## src/rtl/uart_axil_console_master_if.sv

```systemverilog
// AXI4-Lite bus between the console master and the UART-Lite slave.
interface uart_axil_console_master_if #(
    parameter int ADDR_W = 32
);
    logic [ADDR_W-1:0] awaddr;
    logic              awvalid;
    logic              awready;
    logic [31:0]       wdata;
    logic [3:0]        wstrb;
    logic              wvalid;
    logic              wready;
    logic [1:0]        bresp;
    logic              bvalid;
    logic              bready;
    logic [ADDR_W-1:0] araddr;
    logic              arvalid;
    logic              arready;
    logic [31:0]       rdata;
    logic [1:0]        rresp;
    logic              rvalid;
    logic              rready;

    modport master (
        output awaddr, awvalid, wdata, wstrb, wvalid, bready, araddr, arvalid, rready,
        input  awready, wready, bresp, bvalid, arready, rdata, rresp, rvalid
    );

    modport slave (
        input  awaddr, awvalid, wdata, wstrb, wvalid, bready, araddr, arvalid, rready,
        output awready, wready, bresp, bvalid, arready, rdata, rresp, rvalid
    );
endinterface

```

## src/rtl/uart_axil_console_master.sv

```systemverilog
// Console byte-stream to AXI UART-Lite bridge: buffers TX bytes, polls STAT,
// drains the UART RX FIFO into a valid/ready stream. One AXI transaction at a time.
module uart_axil_console_master #(
    parameter int                ADDR_W    = 32,
    parameter logic [ADDR_W-1:0] BASE_ADDR = '0,
    parameter int                TXQ_DEPTH = 16,
    parameter int                POLL_GAP  = 8
) (
    input  logic       clk,
    input  logic       rst,
    input  logic [7:0] tx_byte,
    input  logic       tx_valid,
    output logic       tx_ready,
    output logic [7:0] rx_byte,
    output logic       rx_valid,
    input  logic       rx_ready,
    output logic       err,
    uart_axil_console_master_if.master m
);
    localparam logic [ADDR_W-1:0] RX_ADDR   = BASE_ADDR;
    localparam logic [ADDR_W-1:0] TX_ADDR   = BASE_ADDR + ADDR_W'(4);
    localparam logic [ADDR_W-1:0] STAT_ADDR = BASE_ADDR + ADDR_W'(8);
    localparam int PW = $clog2(TXQ_DEPTH);
    localparam int GW = (POLL_GAP > 0) ? $clog2(POLL_GAP + 1) : 1;

    typedef enum logic [2:0] {IDLE, STAT_AR, STAT_R, RX_AR, RX_R, WR, WR_B} state_t;
    state_t state;

    // ---------------- TX byte FIFO ----------------
    logic [7:0]    mem [TXQ_DEPTH];
    logic [PW-1:0] wr_ptr, rd_ptr;
    logic [PW:0]   count;
    logic          push, pop, empty;

    assign tx_ready = (count != (PW+1)'(TXQ_DEPTH));
    assign empty    = (count == '0);
    assign push     = tx_valid && tx_ready;
    // A byte leaves the queue only once its write response is back (OKAY or not).
    assign pop      = (state == WR_B) && m.bvalid && m.bready;

    // FIFO storage; contents need no reset, the pointers define validity.
    always_ff @(posedge clk) begin
        if (push) mem[wr_ptr] <= tx_byte;
    end

    // FIFO pointers and occupancy; simultaneous push/pop leaves count unchanged.
    always_ff @(posedge clk) begin
        if (rst) begin
            wr_ptr <= '0;
            rd_ptr <= '0;
            count  <= '0;
        end else begin
            if (push) wr_ptr <= wr_ptr + PW'(1);
            if (pop)  rd_ptr <= rd_ptr + PW'(1);
            count <= count + (PW+1)'(push) - (PW+1)'(pop);
        end
    end

    // ---------------- poll / transfer FSM ----------------
    logic [GW-1:0] gap;
    logic          gap_done;
    assign gap_done = (gap >= GW'(POLL_GAP));

    // Only the low byte of RX data and a few STAT bits carry meaning.
    logic unused_rdata;
    assign unused_rdata = ^m.rdata[31:8];

    // Main sequencer: all bus outputs, rx stream and err are registered here.
    always_ff @(posedge clk) begin
        if (rst) begin
            state     <= IDLE;
            gap       <= '0;
            m.awaddr  <= '0;
            m.awvalid <= 1'b0;
            m.wdata   <= '0;
            m.wstrb   <= '0;
            m.wvalid  <= 1'b0;
            m.bready  <= 1'b0;
            m.araddr  <= '0;
            m.arvalid <= 1'b0;
            m.rready  <= 1'b0;
            rx_byte   <= '0;
            rx_valid  <= 1'b0;
            err       <= 1'b0;
        end else begin
            if (rx_valid && rx_ready) rx_valid <= 1'b0;
            case (state)
                IDLE: begin
                    // Poll only if there is work: bytes to send or room for an RX byte.
                    if (gap_done && (!empty || !rx_valid)) begin
                        m.araddr  <= STAT_ADDR;
                        m.arvalid <= 1'b1;
                        state     <= STAT_AR;
                    end else if (!gap_done) begin
                        gap <= gap + GW'(1);
                    end
                end
                STAT_AR: if (m.arready) begin
                    m.arvalid <= 1'b0;
                    m.rready  <= 1'b1;
                    state     <= STAT_R;
                end
                STAT_R: if (m.rvalid) begin
                    m.rready <= 1'b0;
                    if (m.rresp != 2'b00) err <= 1'b1;
                    // RX drain wins over TX so the UART RX FIFO does not overflow.
                    if (m.rdata[0] && !rx_valid) begin
                        m.araddr  <= RX_ADDR;
                        m.arvalid <= 1'b1;
                        state     <= RX_AR;
                    end else if (!m.rdata[3] && !empty) begin
                        m.awaddr  <= TX_ADDR;
                        m.awvalid <= 1'b1;
                        m.wdata   <= {24'h0, mem[rd_ptr]};
                        m.wstrb   <= 4'h1;
                        m.wvalid  <= 1'b1;
                        state     <= WR;
                    end else begin
                        gap   <= '0;
                        state <= IDLE;
                    end
                end
                RX_AR: if (m.arready) begin
                    m.arvalid <= 1'b0;
                    m.rready  <= 1'b1;
                    state     <= RX_R;
                end
                RX_R: if (m.rvalid) begin
                    m.rready <= 1'b0;
                    if (m.rresp == 2'b00) begin
                        rx_byte  <= m.rdata[7:0];
                        rx_valid <= 1'b1;
                    end else begin
                        err <= 1'b1;
                    end
                    gap   <= '0;
                    state <= IDLE;
                end
                WR: begin
                    // AW and W complete independently; move on once both are accepted.
                    if (m.awready) m.awvalid <= 1'b0;
                    if (m.wready)  m.wvalid  <= 1'b0;
                    if ((!m.awvalid || m.awready) && (!m.wvalid || m.wready)) begin
                        m.bready <= 1'b1;
                        state    <= WR_B;
                    end
                end
                WR_B: if (m.bvalid) begin
                    m.bready <= 1'b0;
                    if (m.bresp != 2'b00) err <= 1'b1;
                    gap   <= '0;
                    state <= IDLE;
                end
                default: state <= IDLE;
            endcase
        end
    end
endmodule

```

## src/flat_wrapper.sv

```systemverilog
// flat-port wrapper written by rule: the top's interface ports become plain ports
module uart_axil_console_master_flat 
#(
    parameter int                ADDR_W    = 32,
    parameter logic [ADDR_W-1:0] BASE_ADDR = '0,
    parameter int                TXQ_DEPTH = 16,
    parameter int                POLL_GAP  = 8
)
  (clk, rst, tx_byte, tx_valid, tx_ready, rx_byte, rx_valid, rx_ready, err, m_awaddr, m_awvalid, m_wdata, m_wstrb, m_wvalid, m_bready, m_araddr, m_arvalid, m_rready, m_awready, m_wready, m_bresp, m_bvalid, m_arready, m_rdata, m_rresp, m_rvalid);
  uart_axil_console_master_if #(.ADDR_W(ADDR_W)) m_i ();
  input  logic clk;
  input  logic rst;
  input  logic [7:0] tx_byte;
  input  logic tx_valid;
  output logic tx_ready;
  output logic [7:0] rx_byte;
  output logic rx_valid;
  input  logic rx_ready;
  output logic err;
  output wire logic [$bits(m_i.awaddr)-1:0] m_awaddr;
  output wire logic [$bits(m_i.awvalid)-1:0] m_awvalid;
  output wire logic [$bits(m_i.wdata)-1:0] m_wdata;
  output wire logic [$bits(m_i.wstrb)-1:0] m_wstrb;
  output wire logic [$bits(m_i.wvalid)-1:0] m_wvalid;
  output wire logic [$bits(m_i.bready)-1:0] m_bready;
  output wire logic [$bits(m_i.araddr)-1:0] m_araddr;
  output wire logic [$bits(m_i.arvalid)-1:0] m_arvalid;
  output wire logic [$bits(m_i.rready)-1:0] m_rready;
  input wire logic [$bits(m_i.awready)-1:0] m_awready;
  input wire logic [$bits(m_i.wready)-1:0] m_wready;
  input wire logic [$bits(m_i.bresp)-1:0] m_bresp;
  input wire logic [$bits(m_i.bvalid)-1:0] m_bvalid;
  input wire logic [$bits(m_i.arready)-1:0] m_arready;
  input wire logic [$bits(m_i.rdata)-1:0] m_rdata;
  input wire logic [$bits(m_i.rresp)-1:0] m_rresp;
  input wire logic [$bits(m_i.rvalid)-1:0] m_rvalid;
  assign m_awaddr = m_i.awaddr;
  assign m_awvalid = m_i.awvalid;
  assign m_wdata = m_i.wdata;
  assign m_wstrb = m_i.wstrb;
  assign m_wvalid = m_i.wvalid;
  assign m_bready = m_i.bready;
  assign m_araddr = m_i.araddr;
  assign m_arvalid = m_i.arvalid;
  assign m_rready = m_i.rready;
  assign m_i.awready = m_awready;
  assign m_i.wready = m_wready;
  assign m_i.bresp = m_bresp;
  assign m_i.bvalid = m_bvalid;
  assign m_i.arready = m_arready;
  assign m_i.rdata = m_rdata;
  assign m_i.rresp = m_rresp;
  assign m_i.rvalid = m_rvalid;
  uart_axil_console_master #(.ADDR_W(ADDR_W), .BASE_ADDR(BASE_ADDR), .TXQ_DEPTH(TXQ_DEPTH), .POLL_GAP(POLL_GAP)) u_core (.clk(clk), .rst(rst), .tx_byte(tx_byte), .tx_valid(tx_valid), .tx_ready(tx_ready), .rx_byte(rx_byte), .rx_valid(rx_valid), .rx_ready(rx_ready), .err(err), .m(m_i));
endmodule
```

## config.mk

```make
export PLATFORM = sky130hd
export DESIGN_NAME = uart_axil_console_master_flat
export DESIGN_NICKNAME = d
export VERILOG_FILES = /design/src/rtl/uart_axil_console_master_if.sv /design/src/rtl/uart_axil_console_master.sv /design/src/flat_wrapper.sv
export SDC_FILE = /design/constraint.sdc
export NUM_CORES = 1
export LEC_CHECK = 0
export ABC_AREA = 0
export BUFFER_PORTS_ARGS = -buffer_cell sky130_fd_sc_hd__buf_4
export CAP_MARGIN = 40
export CORE_AREA = 2 2 123 125
export DETAILED_ROUTE_END_ITERATION = 6
export DIE_AREA = 0 0 125 127
export GPL_TIMING_DRIVEN = 0
export PLACE_DENSITY = 0.82
export RECOVER_POWER = 50
export SYNTH_ARGS = -nofsm -noshare
export SYNTH_HDL_FRONTEND = slang
export SYNTH_SLANG_ARGS = --single-unit
export TNS_END_PERCENT = 1
```

## constraint.sdc

```tcl
create_clock -name clk -period 3.65 [get_ports clk]
set_clock_uncertainty 0.2 [all_clocks]
set_input_delay 0.73 -clock clk [delete_from_list [all_inputs] [get_ports clk]]
set_output_delay 0.73 -clock clk [all_outputs]
set_load 0.02 [all_outputs]
```

==> flow_summary.yaml <==
status:
  status: "finished clean"
pwr:
  p_sw_uw: 1120
  total_power_uw: 4540
  combPwrFrac_pct: 11.9
  swShare_pct: 24.8
  p_leak_uw: 0.00360
  p_per_area_mw_per_mm2: 485
  ir_drop_mv: 0.674
  pwr-share-clk_pct: 39.3
  internal_power_uw: 3410
  pwr-share-seq_pct: 48.7
setup_path:
  cp.required_ps: 3800
  path_class: "register to register"
  critPathCaptureType: "register"
  crit_fanout: 10
  cp.buffers_inverters: 3
  crit_chain: "buf_2 > buf_2 > nand3_1 > nor3_1 > ha_1 > inv_1 > ha_1 > fa_1 > a21oi_1 > nor2_1 > or3_1 > a21oi_1"
  worstPathArrival_ps: 3450
  worstSetupStartpointType: "register"
  cp_slowest_cell: "fa_1"
  critPathTopFamily: "simple AND/OR/NAND/NOR gates"
  critical-path-max-stage-delay_ps: 450
grt:
  grtUsageTotal_pct: 21.9
  grt_antenna_before_repair: 0
  grt_pass1_wl_um: 26200
  overflow: 0
  grt_pass1_vias: 4842
  grt_max_degree: 17
die:
  design.core.area_mm2: 0.0144
  start_util_pct: 54.4
  die-area_mm2: 0.0159
  std_cell_rows: 44
  die_y_um: 127
  die_x_um: 125
  ios: 169
final_layout:
  instances_no_fill: 935
  nets: 805
  areaGrowthSynthToFinish_pct: 19.2
  layout_common_cells: "edfxtp_1, buf_4, conb_1, clkbuf_1, dfxtp_1"
  n_antenna_cell: 0
  layout_commonest_cell: "edfxtp_1"
  drive_above_1_share_pct: 26.4
placed_design:
  place_congestion: 0.919
  dp.cells: 897
  hpwl_um: 11700
  io_buffers: 54
synth:
  synth_area_per_cell_um2: 13.9
  syn-instance-count: 564
  synth_top_cell_area_share_pct: 49.0
  synth_cell_types: 49
  synth.area.top_cells: "edfxtp_1, dfxtp_1, mux4_2"
  synth_flop_cell: "edfxtp_1"
  synthesis.area_mm2: 0.00785
  yosysTopAreaCell: "edfxtp_1"
  synth-seq-area-share_pct: 60.4
  synth_seq_cells: 173
  synth-async-reset-ratio_pct: 0
  synth_edf_count: 128
  yosysWarnings: 0
clock_network:
  cts_resized: 0
  htreeDepth: 4
  clockBufferDepth: 2
  cts_root_buffer: "clkbuf_16"
  cts_tree: "built"
  cts_sinks: 173
  insertion_delay_ps: 430
  cts_buffers: 17
  path_clk_slew_ps: 60
  hold_buffers: 0
  cts_setup_buffers: 0
timing:
  fin_crit_ps: 3300
  max_slew_margin_pct: 37.4
  fin_hold_ws_ps: 252
  fin_tns_setup_ps: 0
  report.final.hold_viol_count: 0
  setup_violations: 0
  worstMarginPinSlew_ps: 930
  fin_crit_sh_pct: 90.3
  rsz0062_at_grt: "false"
  fmax_ghz: 0.303
  slew_viol_final: 0
route:
  wl_per_cell_um: 18.2
  route.detailed.drc: 0
  drt_wl_total_um: 17000
  first_pass_iters: 5
  drt_first_iter_violations: 561
  postRouteAntennaNets: 0
  via_per_inst: 5.27
  vias: 4926
flow_run:
  cap_violations: 0
min_path:
  hold_path.class: "register to register"
metal layers:
metal  part of all wire (%)  GRT usage [%]  vias to the layer above
met5                      0              0                        -
met2                     52           37.8                      251
met3                    8.1           7.12                       23
li1                       -              -                     2248
met4                    1.6           7.45                        0
met1                     39           26.2                     2404
Yosys cell counts (2+ instances only):
| library cell | count |
|---|---|
| a21oi_1 | 20 |
| a31oi_1 | 2 |
| and3_1 | 2 |
| buf_1 | 3 |
| buf_2 | 10 |
| buf_4 | 90 |
| clkbuf_1 | 13 |
| dfxtp_1 | 45 |
| edfxtp_1 | 128 |
| ha_1 | 13 |
| inv_1 | 16 |
| mux2i_1 | 28 |
| mux4_2 | 32 |
| nand2_1 | 13 |
| nand2b_1 | 13 |
| nand3_1 | 5 |
| nand4_1 | 2 |
| nor2_1 | 40 |
| nor2b_1 | 17 |
| nor3_1 | 9 |
| nor4_1 | 5 |
| o21ai_0 | 16 |
| o221ai_1 | 8 |
| o22ai_1 | 2 |
| xnor2_1 | 6 |
| xor2_1 | 3 |
path summary, 6_finish.rpt:
path,start,slack (ps),depth (start not counted),endpoint
setup reg to reg,u_core.state[1]$_SDFFE_PP0P_,350,12,u_core.count[4]$_SDFF_PP0_
setup / recovery,u_core.state[1]$_SDFFE_PP0P_,350,12,u_core.count[4]$_SDFF_PP0_
hold / removal,u_core.m.arvalid$_SDFFE_PP0P_,250,2,u_core.m.arvalid$_SDFFE_PP0P_
hold reg to reg,u_core.m.arvalid$_SDFFE_PP0P_,250,2,u_core.m.arvalid$_SDFFE_PP0P_
power by group through the flow:
stage	sequential [uW]	clock [uW]	combinational, uW
CTS	2210	1800	540
detailed placement	2250	0	533
global placement	2250	0	497
floorplan	2240	0	400
finish	2210	1780	541
global route	2220	1880	583
registers in the layout, summed over array words and instances (netlist names), 3 cells and up:
| register | cells |
|---|---|
| u_core.wr_ptr | 4 |
| u_core.rd_ptr | 4 |
| u_core.count | 5 |
| u_core.gap | 4 |
| u_core.m.wdata | 8 |
| u_core.rx_byte | 8 |
| u_core.state | 3 |
| u_core.mem | 128 |
final cells by class:
class,instances,area (um2)
fillers,1085,5070
flip-flops and latches,173,4740
multi-input cells,346,2570
plain buffers,117,797
clock buffers,17,425
repair buffers,67,372
well taps,184,230
clock inverters,15,156
inverters,16,60.1
worst min-delay path: stages (launching register included):
cell and delay, ps:
dfxtp_1 310, nand2_1 50, a21oi_1 50
cells by family (layout without fill, tap and decap cells):
logic type      count (synthesis)  after routing  share of synthesized area [%]
compound gates                 59             59                           4.96
fa+ha+maj                      14             14                           2.33
other cells                     1             89                         0.0478
flops                         173            173                           60.4
mux                            60             60                           12.8
simple gates                  115            115                           7.54
xor+xnor                        9              9                           1.00
buf+inv                       133            232                           10.9
stage by stage:
step           worst slack (ps)  util, %  cell area, um2
2_1_floorplan               710        -            8180
3_3_place_gp                376     61.1            8810
3_5_place_dp                335     61.4            8860
4_1_cts                     410     65.5            9440
5_1_grt                     279     64.9            9360
6_report                    354     64.9            9360
No activity file was read; power rests on OpenSTA's default activity.
